--- src/rtl/rv_hazard_pkg.sv ---
// Shared types and constants for the RV32 hazard/forwarding controller.
//   hz_entry_t : one in-flight destination record {valid, rd, we, is_load}
//   hz_ex_t    : E-stage record, adds the source operands EX will read
//   FWD_REGFILE: forward select value meaning "use the register file"
//   fwd_w()    : forward select value that picks the W stage
// rd/rs fields are sized to HZ_AW_MAX and zero-extended from REG_AW.
package rv_hazard_pkg;
  localparam int HZ_AW_MAX   = 8;
  localparam int FWD_REGFILE = 0;

  typedef struct packed {
    logic                 valid;
    logic [HZ_AW_MAX-1:0] rd;
    logic                 we;
    logic                 is_load;
  } hz_entry_t;

  typedef struct packed {
    hz_entry_t            ent;
    logic [HZ_AW_MAX-1:0] rs1;
    logic [HZ_AW_MAX-1:0] rs2;
    logic                 use1;
    logic                 use2;
  } hz_ex_t;

  function automatic int fwd_w(input int mem_stages);
    return mem_stages + 1;
  endfunction
endpackage

--- src/rtl/rv_hz_stage_tracker.sv ---
// Shadow of the E, M1..Mn, W pipeline registers as seen by the hazard logic.
//   clk, reset (sync, active-low) : clock / clear all entries
//   hold                          : freeze every entry
//   flush_e                       : load a bubble into E instead of d
//   d                             : decoded D-stage info (already valid-qualified)
//   ex, mem[1..n], wb             : current shadow contents
module rv_hz_stage_tracker
  import rv_hazard_pkg::*;
#(
  parameter int MEM_STAGES = 1
) (
  input  logic                         clk,
  input  logic                         reset,
  input  logic                         hold,
  input  logic                         flush_e,
  input  hz_ex_t                       d,
  output hz_ex_t                       ex,
  output hz_entry_t [MEM_STAGES:1]     mem,
  output hz_entry_t                    wb
);

  always_ff @(posedge clk) begin
    if (!reset) begin
      ex  <= '0;
      mem <= '0;
      wb  <= '0;
    end else if (!hold) begin
      wb <= mem[MEM_STAGES];
      for (int k = MEM_STAGES; k > 1; k--) mem[k] <= mem[k-1];
      mem[1] <= ex.ent;
      ex     <= flush_e ? '0 : d;
    end
  end

endmodule

--- src/rtl/rv_hazard_scoreboard.sv ---
// Hazard / forwarding controller for the in-order RV32 pipe F-D-E-M1..Mn-W.
// MEM_STAGES=1 behaves like the classic 5-stage hazard unit.
//   clk, reset (sync, active-low)
//   id_*        : D-stage instruction info
//   ex_redirect : taken branch/jump resolved in E
//   mem_hold    : data memory not ready, freeze the pipe
//   stall_f/stall_d/flush_d/flush_e/hold : front-end and pipe control
//   fwd_a_e/fwd_b_e : EX operand select (0 regfile, k = Mk, MEM_STAGES+1 = W)
//   perf_stall/perf_flush : saturating counters, present only when
//                           HZ_PERF_CNT_EN is defined (else tied to 0)
module rv_hazard_scoreboard
  import rv_hazard_pkg::*;
#(
  parameter  int MEM_STAGES = 1,
  parameter  int REG_AW     = 5,
  parameter  int CNT_W      = 32,
  localparam int FW         = $clog2(MEM_STAGES + 2)
) (
  input  logic              clk,
  input  logic              reset,
  input  logic              id_valid,
  input  logic [REG_AW-1:0] id_rs1,
  input  logic [REG_AW-1:0] id_rs2,
  input  logic              id_use_rs1,
  input  logic              id_use_rs2,
  input  logic [REG_AW-1:0] id_rd,
  input  logic              id_regwrite,
  input  logic              id_is_load,
  input  logic              ex_redirect,
  input  logic              mem_hold,
  output logic              stall_f,
  output logic              stall_d,
  output logic              flush_d,
  output logic              flush_e,
  output logic              hold,
  output logic [FW-1:0]     fwd_a_e,
  output logic [FW-1:0]     fwd_b_e,
  output logic [CNT_W-1:0]  perf_stall,
  output logic [CNT_W-1:0]  perf_flush
);

  hz_ex_t                   d_info, ex;
  hz_entry_t [MEM_STAGES:1] mem;
  hz_entry_t                wb;
  logic                     loaduse;

  always_comb begin
    d_info             = '0;
    d_info.ent.valid   = id_valid;
    d_info.ent.rd      = HZ_AW_MAX'(id_rd);
    d_info.ent.we      = id_regwrite;
    d_info.ent.is_load = id_is_load;
    d_info.rs1         = HZ_AW_MAX'(id_rs1);
    d_info.rs2         = HZ_AW_MAX'(id_rs2);
    d_info.use1        = id_valid & id_use_rs1;
    d_info.use2        = id_valid & id_use_rs2;
  end

  rv_hz_stage_tracker #(.MEM_STAGES(MEM_STAGES)) u_trk (
    .clk     (clk),
    .reset   (reset),
    .hold    (hold),
    .flush_e (flush_e),
    .d       (d_info),
    .ex      (ex),
    .mem     (mem),
    .wb      (wb)
  );

  // W-stage load flag is not needed: W data is final regardless of source.
  logic unused_wb_load;
  assign unused_wb_load = wb.is_load;

  // A load still in E or M1..M(n-1) has no data yet for a D consumer.
  function automatic logic ld_hit(input logic use_s, input logic [HZ_AW_MAX-1:0] s,
                                  input hz_entry_t e);
    return use_s && (s != '0) && e.valid && e.we && e.is_load && (e.rd == s);
  endfunction

  always_comb begin
    loaduse = ld_hit(d_info.use1, d_info.rs1, ex.ent) |
              ld_hit(d_info.use2, d_info.rs2, ex.ent);
    for (int k = 1; k < MEM_STAGES; k++)
      loaduse = loaduse | ld_hit(d_info.use1, d_info.rs1, mem[k]) |
                          ld_hit(d_info.use2, d_info.rs2, mem[k]);
  end

  // Scan oldest to youngest so the youngest producer overwrites older ones.
  // Loads in M are skipped: the stall logic keeps them away from E consumers.
  function automatic logic [FW-1:0] fwd_sel(input logic use_s, input logic [HZ_AW_MAX-1:0] s,
                                            input hz_entry_t [MEM_STAGES:1] m,
                                            input hz_entry_t w);
    logic [FW-1:0] sel;
    sel = FW'(FWD_REGFILE);
    if (use_s && (s != '0)) begin
      if (w.valid && w.we && (w.rd == s)) sel = FW'(fwd_w(MEM_STAGES));
      for (int k = MEM_STAGES; k >= 1; k--)
        if (m[k].valid && m[k].we && !m[k].is_load && (m[k].rd == s)) sel = FW'(k);
    end
    return sel;
  endfunction

  always_comb begin
    stall_f = 1'b0;
    stall_d = 1'b0;
    flush_d = 1'b0;
    flush_e = 1'b0;
    hold    = 1'b0;
    fwd_a_e = FW'(FWD_REGFILE);
    fwd_b_e = FW'(FWD_REGFILE);
    if (!reset) begin
      flush_d = 1'b1;
      flush_e = 1'b1;
    end else begin
      fwd_a_e = fwd_sel(ex.use1, ex.rs1, mem, wb);
      fwd_b_e = fwd_sel(ex.use2, ex.rs2, mem, wb);
      if (mem_hold) begin
        // Redirect stays in the frozen E stage and is seen again later.
        hold    = 1'b1;
        stall_f = 1'b1;
        stall_d = 1'b1;
      end else if (ex_redirect) begin
        flush_d = 1'b1;
        flush_e = 1'b1;
      end else if (loaduse) begin
        stall_f = 1'b1;
        stall_d = 1'b1;
        flush_e = 1'b1;
      end
    end
  end

`ifdef HZ_PERF_CNT_EN
  logic [CNT_W-1:0] stall_cnt, flush_cnt;

  always_ff @(posedge clk) begin
    if (!reset) begin
      stall_cnt <= '0;
      flush_cnt <= '0;
    end else begin
      if (stall_d && (stall_cnt != '1))                flush_cnt <= flush_cnt;
      if (stall_d && (stall_cnt != '1))                stall_cnt <= stall_cnt + CNT_W'(1);
      if (flush_d && ex_redirect && (flush_cnt != '1)) flush_cnt <= flush_cnt + CNT_W'(1);
    end
  end

  assign perf_stall = stall_cnt;
  assign perf_flush = flush_cnt;
`else
  assign perf_stall = '0;
  assign perf_flush = '0;
`endif

endmodule

--- config.mk ---
export PLATFORM = sky130hd
export DESIGN_NAME = rv_hazard_scoreboard
export DESIGN_NICKNAME = d
export VERILOG_FILES = /design/src/rtl/rv_hazard_pkg.sv /design/src/rtl/rv_hz_stage_tracker.sv /design/src/rtl/rv_hazard_scoreboard.sv
export SDC_FILE = /design/constraint.sdc
export NUM_CORES = 1
export LEC_CHECK = 0
export BUFFER_PORTS_ARGS = -buffer_cell sky130_fd_sc_hd__buf_2
export CAP_MARGIN = 15
export CORE_ASPECT_RATIO = 0.5
export CORE_MARGIN = 3
export CORE_UTILIZATION = 25
export DETAILED_ROUTE_END_ITERATION = 7
export GPL_ROUTABILITY_DRIVEN = 0
export HOLD_SLACK_MARGIN = 0.15
export SETUP_SLACK_MARGIN = 0.05
export SYNTH_ARGS = -nofsm -noshare
export SYNTH_HDL_FRONTEND = slang
export SYNTH_SLANG_ARGS = --single-unit
export TNS_END_PERCENT = 20
--- constraint.sdc ---
create_clock -name clk -period 1.9 [get_ports clk]
set_input_delay 0.285 -clock clk [delete_from_list [all_inputs] [get_ports clk]]
set_output_delay 0.285 -clock clk [all_outputs]
set_load 0.01 [all_outputs]
; After elaboration in Yosys (flattened, before gate mapping)
; Cells that the tools add are included.
[word_totals]
regBits = 50
inputBits = 24
output_inout_bits = 73
word_cells = 69
[classes]
eq_ne = 6
mux = 21
n_bitwise = 3
reduce_logical = 24
[ops]
columns = operator, n
row1 = $eq A8 B8 Y1, 4
row2 = $reduce_bool A8 Y1, 4
row3 = $mux W29, 1
row4 = $logic_and A1 B1 Y1, 19
row5 = $eq A8 B5 Y1, 2
row6 = $mux W2, 8
row7 = $mux W1, 12
row8 = $and A1 B1 Y1, 2
row9 = $logic_not A1 Y1, 1
row10 = $or A1 B1 Y1, 1

; Depth between registers and ports, before layout
; Gate-level depths: netlist (run 1).
[depth]
depth_word = 12
depth_mapped = 6
depth_no_buf = 5

; Hierarchy
; From an unflattened synthesis (run 1), not the netlist that was laid out.
[unflattened]
cells_unflattened = 355
area_unflattened_um2 = 3138.0
[by_module_without_submodules]
columns = module, n_inst, cells_each, area_each_um2, seq_area_each_um2
row1 = rv_hz_stage_tracker, 1, 200, 1981.9, 1021.0
row2 = rv_hazard_scoreboard, 1, 155, 1156.1, 0.0

; Least setup slack after synthesis (run 1)
; OpenSTA, ideal clock, no wires.
[synth_path]
kind = reg-to-output
startpoint = reg, netlist name u_trk.ex[21]
endpoint = out stall_f
arrival_ns = 1.531
t_required_ns = 1.615
slack_ns = 0.084
stages_incl_launch_ff = 7
path_cell_list = dfxtp_1 xnor2_1 nand2_1 nor4b_4 nor2_1 o21bai_1 buf_4
[synth_between]
elab_chain_cells = 7
[synth_rtl]
columns = element, line_no
row1 = $eq A8 B5 Y1, rv_hazard_scoreboard.sv:77  ; return use_s && (s != '0) && e.valid && e.we && e.is_load && (e.rd == s);
row2 = $logic_and A1 B1 Y1, rv_hazard_scoreboard.sv:77
row3 = $or A1 B1 Y1 (*), rv_hazard_scoreboard.sv:81  ; loaduse = ld_hit(d_info.use1, d_info.rs1, ex.ent) |
row4 = $mux W1 (*) (4 in series), --
row5 = "end, declared", rv_hazard_scoreboard.sv:31  ; output logic stall_f,
; Mark *: on every way between the ends. The rest lies on a longest branch, timed or not.

; Worst setup path in the final report (run 1)
[layout_path]
startpoint = reg, netlist name u_trk.mem[6]
endpoint = out fwd_a_e[0]
[layout_between]
elab_chain_cells = 5
[layout_rtl]
columns = element, line_no
row1 = $eq A8 B8 Y1, rv_hazard_scoreboard.sv:98  ; if (m[k].valid && m[k].we && !m[k].is_load && (m[k].rd == s)) sel = FW'(k);
row2 = $logic_and A1 B1 Y1, rv_hazard_scoreboard.sv:98
row3 = $mux W2, rv_hazard_scoreboard.sv:98
row4 = $mux W2, rv_hazard_scoreboard.sv:95  ; if (use_s && (s != '0)) begin
row5 = $mux W2, rv_hazard_scoreboard.sv:111  ; if (!reset) begin
row6 = "end, declared", rv_hazard_scoreboard.sv:36  ; output logic [FW-1:0] fwd_a_e,
; Every way passes these cells.

==> metrics.log, run 1 <==
INFO  metric grt_setup_unrepaired = true
INFO  metric n_fill_cell = 878
INFO  metric floorplan.die_area = between 10,000 and 15,000 um2
INFO  metric post-route-drc-count = 0
INFO  metric grt.total_usage = roughly a tenth
INFO  metric mean_instance_size_in_the_synthesized_netlist = a little over 9 um2
INFO  metric timing.critical_path.slowest_cell_delay = about 0.56 ns
INFO  metric timing.clock.skew = around 0.0051 ns
INFO  metric mapped_cells = around 240
INFO  metric die_w = ~140 um
INFO  metric cellLeakagePower = roughly 1.3 nW
INFO  metric worstHoldPathType = input pin to flop
INFO  metric maxCapViolations = 0
INFO  metric cp_launch_type = flop
INFO  metric ir_worst_vdd = between 0.0003 and 0.0004 V
INFO  metric overflow = 0
INFO  metric dr.pass1.iters = 4
INFO  metric clkSinkCount = 35
INFO  metric timing.critical_path.from = u_trk.mem[6]
INFO  metric crit_slowest_cell = or4_4
INFO  metric crit_path_setup_slack_layout = -0.174 ns
INFO  metric synth_ff_type = dfxtp_1
INFO  metric average_routed_wire_per_standard_cell = around 13 um
INFO  metric initialDrtViolationCount = 94
INFO  metric clkSlewWorstSetupHoldPaths = 0.06 ns
INFO  metric critPathArrivalTime = 1.79 ns
INFO  metric path_cells = xor2_1 -> or4_4 -> nor3_4 -> o2111a_1 -> buf_2
INFO  metric initial_core_util = 26.6%
INFO  metric count_of_yosys_warnings_during_synthesis = 0
INFO  metric layout_common_cells = conb_1 (64), buf_2 (32), buf_4 (22), dfxtp_1 (19)
INFO  metric post-synth-top-area-fraction = between 30% and 40%
INFO  metric violations = negative setup slack
INFO  metric grt_start_max_net_pins = 20
INFO  metric port_buffers = 32
INFO  metric tritoncts = done
INFO  metric share_of_cells_above_drive_strength_1 = 35.3%
INFO  metric critPathRequiredTime = roughly 1.6 ns
INFO  metric final.hold.worst_slack = between 0.2 and 0.25 ns
INFO  metric dpl.hpwl = 4.04 mm
INFO  metric number_of_antenna_violations_at_the_first_check_in_global_routing = 0
INFO  metric htree_num_levels = 2
INFO  metric ys_seq_area_share = approximately a third
INFO  metric slew_violations = 0
INFO  metric routed_wirelength = 5.23 mm
INFO  metric final_common_cell = conb_1
INFO  metric fmax = 482 MHz
INFO  metric number_of_cts_inserted_buffers = 5
INFO  metric synth_top_cells_by_area = dfxtp_1 (32%), buf_4 (22%), xor2_1 (7.1%)
INFO  metric rr_startpoint = u_trk.ex[21]
INFO  metric nNetsFinal = between 300 and 400
INFO  metric die_h = 72.5 um
INFO  metric grt_first_pass_wirelength = approximately 8 mm
INFO  metric outcome = finished with violations
INFO  metric fp-row-count = 23
INFO  metric flip_flop_and_latch_count_after_synthesis = 35
INFO  metric synth.largest_area_cell = dfxtp_1
INFO  metric placeableCoreArea = 8290 um2
INFO  metric setup-violations-final = 5
INFO  metric timing.critical_path.to_type = primary output
INFO  metric clkLatencyLatePin = 0.28 ns
INFO  metric min_period = approximately 2.1 ns
INFO  metric clock_tree_buffer_depth = 2
INFO  metric power_per_cell_area = approximately 780 nW/um2
INFO  metric synth-edff-count = 0
INFO  metric clockRootBuffer = clkbuf_16
INFO  metric final_min_period_over_clock_period = 109%
INFO  metric syn2layout_area_growth = 21.9%
INFO  metric top_level_ports = between 90 and 100
INFO  metric post_synth_num_cell_types = 37
INFO  metric holdBufCountCts = 0
INFO  metric finalHoldViolCount = 0
INFO  metric criticalPathCategory = flop to primary output
INFO  metric vias = about 1,600
INFO  metric hold_path.startpoint = id_rd[0]
INFO  metric ant_nets = 0
INFO  metric critical_path.max_fanout = 2
INFO  metric drt-vias-per-instance = ~4.1
INFO  metric syn_std_cell_area = between 2000 and 2500 um2
INFO  metric async_reset_ff_share = 0%
INFO  metric preCtsSetupSlack = -0.258 ns
INFO  metric diodes = 0
INFO  metric number_of_global_route_vias_before_repair = ~1,500
area by class of cell:
type / count / area (um2) / share of cell area, %
clock inverter: 2 / 60.1 / 2.23
inverter: 4 / 15.0 / 0.558
tap: 112 / 140 / 5.21
clock buffer: 6 / 129 / 4.79
sequential: 35 / 723 / 26.9
multi-input combinational: 189 / 1270 / 47.1
timing repair buffer: 56 / 357 / 13.2
logic make-up (layout without fill, tap and decap cells):
group	count (synthesis)	in the layout	share of synthesized area [%]
AOI/OAI and AO/OA	30	30	11.5
xor gates and xnor gates	28	28	11.1
buffers and inverters	77	68	24.8
DFF	35	35	31.7
muxes	15	15	6.80
other	1	64	0.170
and+or+nand+nor	52	52	13.9
state kept, by name, indices dropped and copies added, names as in the netlist:
register / flops
u_trk.wb: 7
u_trk.ex: 20
u_trk.mem: 8
metrics by stage:
step / area, um2 / utilization [%] / setup TNS, ns / instances / power, mW
after global routing: 2690 / 32.5 / -0.858 / 404 / 2.18
after global placement: 2350 / 28.3 / -3.49 / 390 / 1.03
after CTS: 2630 / 31.7 / -0.815 / 402 / 2.11
final: 2690 / 32.5 / -0.283 / 404 / 2.11
after floorplan: 2440 / - / 0 / 301 / 1.05
after detailed placement: 2350 / 28.3 / -3.93 / 390 / 1.04
worst paths after layout:
path / slack (ns) / cells after the start / end
worst max-delay path: -0.17 / 5 / fwd_a_e[0]
worst min-delay path: 0.21 / 2 / u_trk.ex[20]
worst max register to register: 0.22 / 7 / u_trk.ex[10]
worst min register to register: 0.48 / 2 / u_trk.mem[0]
power by group:
group,leakage (nW),switching (mW),total (mW),internal (mW)
clock network,0.0911,0.311,1.06,0.752
registers,0.292,0.0251,0.782,0.757
logic,0.960,0.159,0.264,0.105
cell usage after synthesis (all sizes together) (4+ instances only):
| cell | number |
|---|---|
| a22o | 15 |
| buf | 72 |
| dfxtp | 35 |
| mux2i | 15 |
| nand2 | 4 |
| nand3 | 4 |
| nor2 | 19 |
| nor3 | 4 |
| nor4 | 7 |
| o21ai | 5 |
| xnor2 | 10 |
| xor2 | 18 |
layer usage:
layer | vias up | global-route usage (%) | wire length [um]
met1 | 777 | 13.9 | 2500
met3 | 7 | 2.30 | 324
met5 | - | 0 | 0
met2 | 65 | 15.8 | 2340
li1 | 794 | - | -
met4 | 0 | 3.58 | 66
what timing repair did:
| action | 4_1_cts | 5_1_grt |
|---|---|---|
| endpoints found under the setup margin | 24 | 24 |
| setup buffers | 4 | 2 |
| resized for setup | 21 | 12 |
| pin swaps | 24 | 9 |
critical path: cells and delay by family, from the launching register on:
family	cells	cell delay, ns
AND/OR/NAND/NOR	2	0.70
XOR/XNOR	1	0.15
flip-flops	1	0.32
AO/OA/AOI/OAI	1	0.21
buffers and inverters	1	0.14
(Power assumes the default switching activity.)
==> run 2: changes to the inputs <==
--- a/config.mk
+++ b/config.mk
@@ -9,7 +9,7 @@
 export CAP_MARGIN = 15
 export CORE_ASPECT_RATIO = 0.5
 export CORE_MARGIN = 3
-export CORE_UTILIZATION = 25
+export CORE_UTILIZATION = 33
 export DETAILED_ROUTE_END_ITERATION = 7
 export GPL_ROUTABILITY_DRIVEN = 0
 export HOLD_SLACK_MARGIN = 0.15
==> metrics.log, run 2 (synthesis results as in run 1) <==
INFO  metric cp_launch_type = flop
INFO  metric area.sequential = 719 um2 (-0.52%)
INFO  metric grt.total_usage = 12.8% (+2.7 points)
INFO  metric flip_flop_count_of_the_largest_register_after_layout = 20 (unchanged)
INFO  metric maxCapViolations = 0 (unchanged)
INFO  metric diodes = 0 (unchanged)
INFO  metric hold_path.startpoint = id_rd[0]
INFO  metric initialDrtViolationCount = 42 (-55%)
INFO  metric min_delay_worst_endpoint = u_trk.ex[20]
INFO  metric overflow = 0 (unchanged)
INFO  metric outcome = finished with violations
INFO  metric violations = negative setup slack
INFO  metric timing.clock.skew = 0.00298 ns (-0.00208 ns)
INFO  metric critPathArrivalTime = 1.84 ns (+0.05 ns)
INFO  metric final.setup.tns = -0.586 ns (-0.303 ns)
INFO  metric grt_start_max_net_pins = 21 (+5.0%)
INFO  metric finalHoldViolCount = 0 (unchanged)
INFO  metric vias = 1,616 (-1.6%)
INFO  metric dpl.cell_count = 363 (-6.9%)
INFO  metric worstHoldPathType = input pin to flop
INFO  metric number_of_antenna_violations_at_the_first_check_in_global_routing = 0 (unchanged)
INFO  metric min_period = 2.12 ns (+0.0480 ns)
INFO  metric clkSinkCount = 35 (unchanged)
INFO  metric dpl.hpwl = 3.79 mm (-6.2%)
INFO  metric fmax = 471 MHz (-2.3%)
INFO  metric placeableCoreArea = 6280 um2 (-24%)
INFO  metric critical_path.max_fanout = 2 (unchanged)
INFO  metric timing.critical_path.slowest_cell_delay = 0.55 ns (about the same)
INFO  metric average_routed_wire_per_standard_cell = 13.2 um (+2.1%)
INFO  metric clkSlewWorstSetupHoldPaths = 0.05 ns (about the same)
INFO  metric final_common_cell = conb_1
INFO  metric number_of_global_route_vias_before_repair = 1,508 (+2.0%)
INFO  metric clkLatencyLatePin = 0.28 ns (about the same)
INFO  metric ir_worst_vdd = 0.000299 V (-22%)
INFO  metric final_min_period_over_clock_period = 112% (+2.5 points)
INFO  metric r2r-end = u_trk.ex[11]
INFO  metric htree_num_levels = 2 (unchanged)
INFO  metric timing.critical_path.to_type = primary output
INFO  metric reg.largest.list = u_trk.ex x20, u_trk.mem x8, u_trk.wb x7
INFO  metric layout_common_cells = conb_1 (64), buf_2 (31), dfxtp_1 (24), nor2_1 (18), buf_4 (18)
INFO  metric setup-violations-final = 6 (+1)
INFO  metric rr_startpoint = u_trk.ex[23]
INFO  metric rr_worst_depth = 7 (unchanged)
INFO  metric tritoncts = done
INFO  metric worst-r2r-setup-slack = 0.19 ns (-0.03 ns)
INFO  metric criticalPathCategory = flop to primary output
INFO  metric holdBufCountCts = 0 (unchanged)
INFO  metric slew_violations = 0 (unchanged)
INFO  metric die_w = 122 um (-12%)
INFO  metric fp-row-count = 20 (-13%)
INFO  metric syn2layout_area_growth = 17.2%
INFO  metric dr.pass1.iters = 6 (+2)
INFO  metric power_per_cell_area = 707 nW/um2 (-9.8%)
INFO  metric holdPathStages = 2 (unchanged)
INFO  metric max_flop_register = u_trk.ex
INFO  metric ant_nets = 0 (unchanged)
INFO  metric cellLeakagePower = 1.30 nW (-3.3%)
INFO  metric multi_input_comb_area = 1290 um2 (+1.6%)
INFO  metric n_fill_cell = 613 (-30%)
INFO  metric routed_wirelength = 4.94 mm (-5.5%)
INFO  metric critPathRequiredTime = 1.62 ns (about the same)
INFO  metric preCtsSetupSlack = -0.00262 ns (+0.256 ns)
INFO  metric share_of_cells_above_drive_strength_1 = 33.6% (-1.7 points)
INFO  metric number_of_cts_inserted_buffers = 5 (unchanged)
INFO  metric initial_core_util = 35.2% (+8.5 points)
INFO  metric die_h = 63.8 um (-12%)
INFO  metric floorplan.die_area = 7770 um2 (-23%)
INFO  metric port_buffers = 32 (unchanged)
INFO  metric crit_slowest_cell = or4_4
INFO  metric crit_path_setup_slack_layout = -0.222 ns (-0.0480 ns)
INFO  metric top_level_ports = 97 (unchanged)
INFO  metric clock_tree_buffer_depth = 2 (unchanged)
INFO  metric final_cell_count_without_fillers = 374 (-7.4%)
INFO  metric drt-vias-per-instance = 4.32 (+6.2%)
INFO  metric grt_first_pass_wirelength = 7.73 mm (-2.9%)
INFO  metric final.hold.worst_slack = 0.217 ns (+0.00322 ns)
INFO  metric clockRootBuffer = clkbuf_16
INFO  metric post-route-drc-count = 0 (unchanged)
INFO  metric grt_setup_unrepaired = true
INFO  metric nNetsFinal = 310 (-1.6%)
INFO  metric path_cells = xor2_1 -> or4_4 -> nor3_4 -> o2111a_1 -> buf_6
## run 2: how the worst max path moves through the flow
stage	to	slack (ns)	start
global placement	fwd_a_e[0]	-0.007	u_trk.mem[6]
global route	fwd_a_e[0]	-0.28	u_trk.mem[6]
detailed placement	fwd_a_e[0]	-0.003	u_trk.mem[6]
finish	fwd_a_e[0]	-0.22	u_trk.mem[6]
floorplan	stall_f	0.08	u_trk.ex[21]
CTS	fwd_a_e[0]	-0.19	u_trk.mem[0]
## run 2: timing repair
action	CTS	global route
setup endpoints to repair	7	7
setup buffers	2	2
hold endpoints to repair	0	0
pin swaps	6	3
gates resized for setup	23	9
## run 2: worst max-delay path: cells and delay by family, from the launching register on
family                 cells  cell delay, ns
XOR/XNOR                   1            0.16
buffers and inverters      1            0.11
flip-flops                 1            0.32
AND/OR/NAND/NOR            2            0.75
AO/OA/AOI/OAI              1            0.22
## run 2: layout make-up
| class | count | share of cell area (%) |
|---|---|---|
| Multi-Input combinational cell | 189 | 49.7 |
| Sequential cell | 35 | 27.8 |
| Timing Repair Buffer | 51 | 12.1 |
| Clock buffer | 6 | 5.36 |
| Tap cell | 88 | 4.25 |
| Inverter | 4 | 0.580 |
| Clock inverter | 1 | 0.193 |
## run 2: report_power, final
| part | total [mW] | internal (mW) | switching (mW) |
|---|---|---|---|
| combinational | 0.249 | 0.0935 | 0.156 |
| sequential | 0.783 | 0.756 | 0.0270 |
| clock | 0.797 | 0.511 | 0.287 |
| total | 1.83 | 1.36 | 0.470 |
## run 2: through the flow
stage / cell area [um2] / total power, mW / util [%]
global route: 2590 / 1.90 / 41.2
floorplan: 2440 / 1.05 / -
CTS: 2520 / 1.83 / 40.2
detailed placement: 2300 / 1.03 / 36.6
global placement: 2300 / 1.02 / 36.6
finish: 2590 / 1.83 / 41.2
## run 2: per-layer routing
layer | GRT usage, % | part of all wire, %
met5 | 0 | 0
met4 | 4.19 | 1.3
met3 | 3.63 | 7.1
met2 | 20.2 | 45
met1 | 16.8 | 46
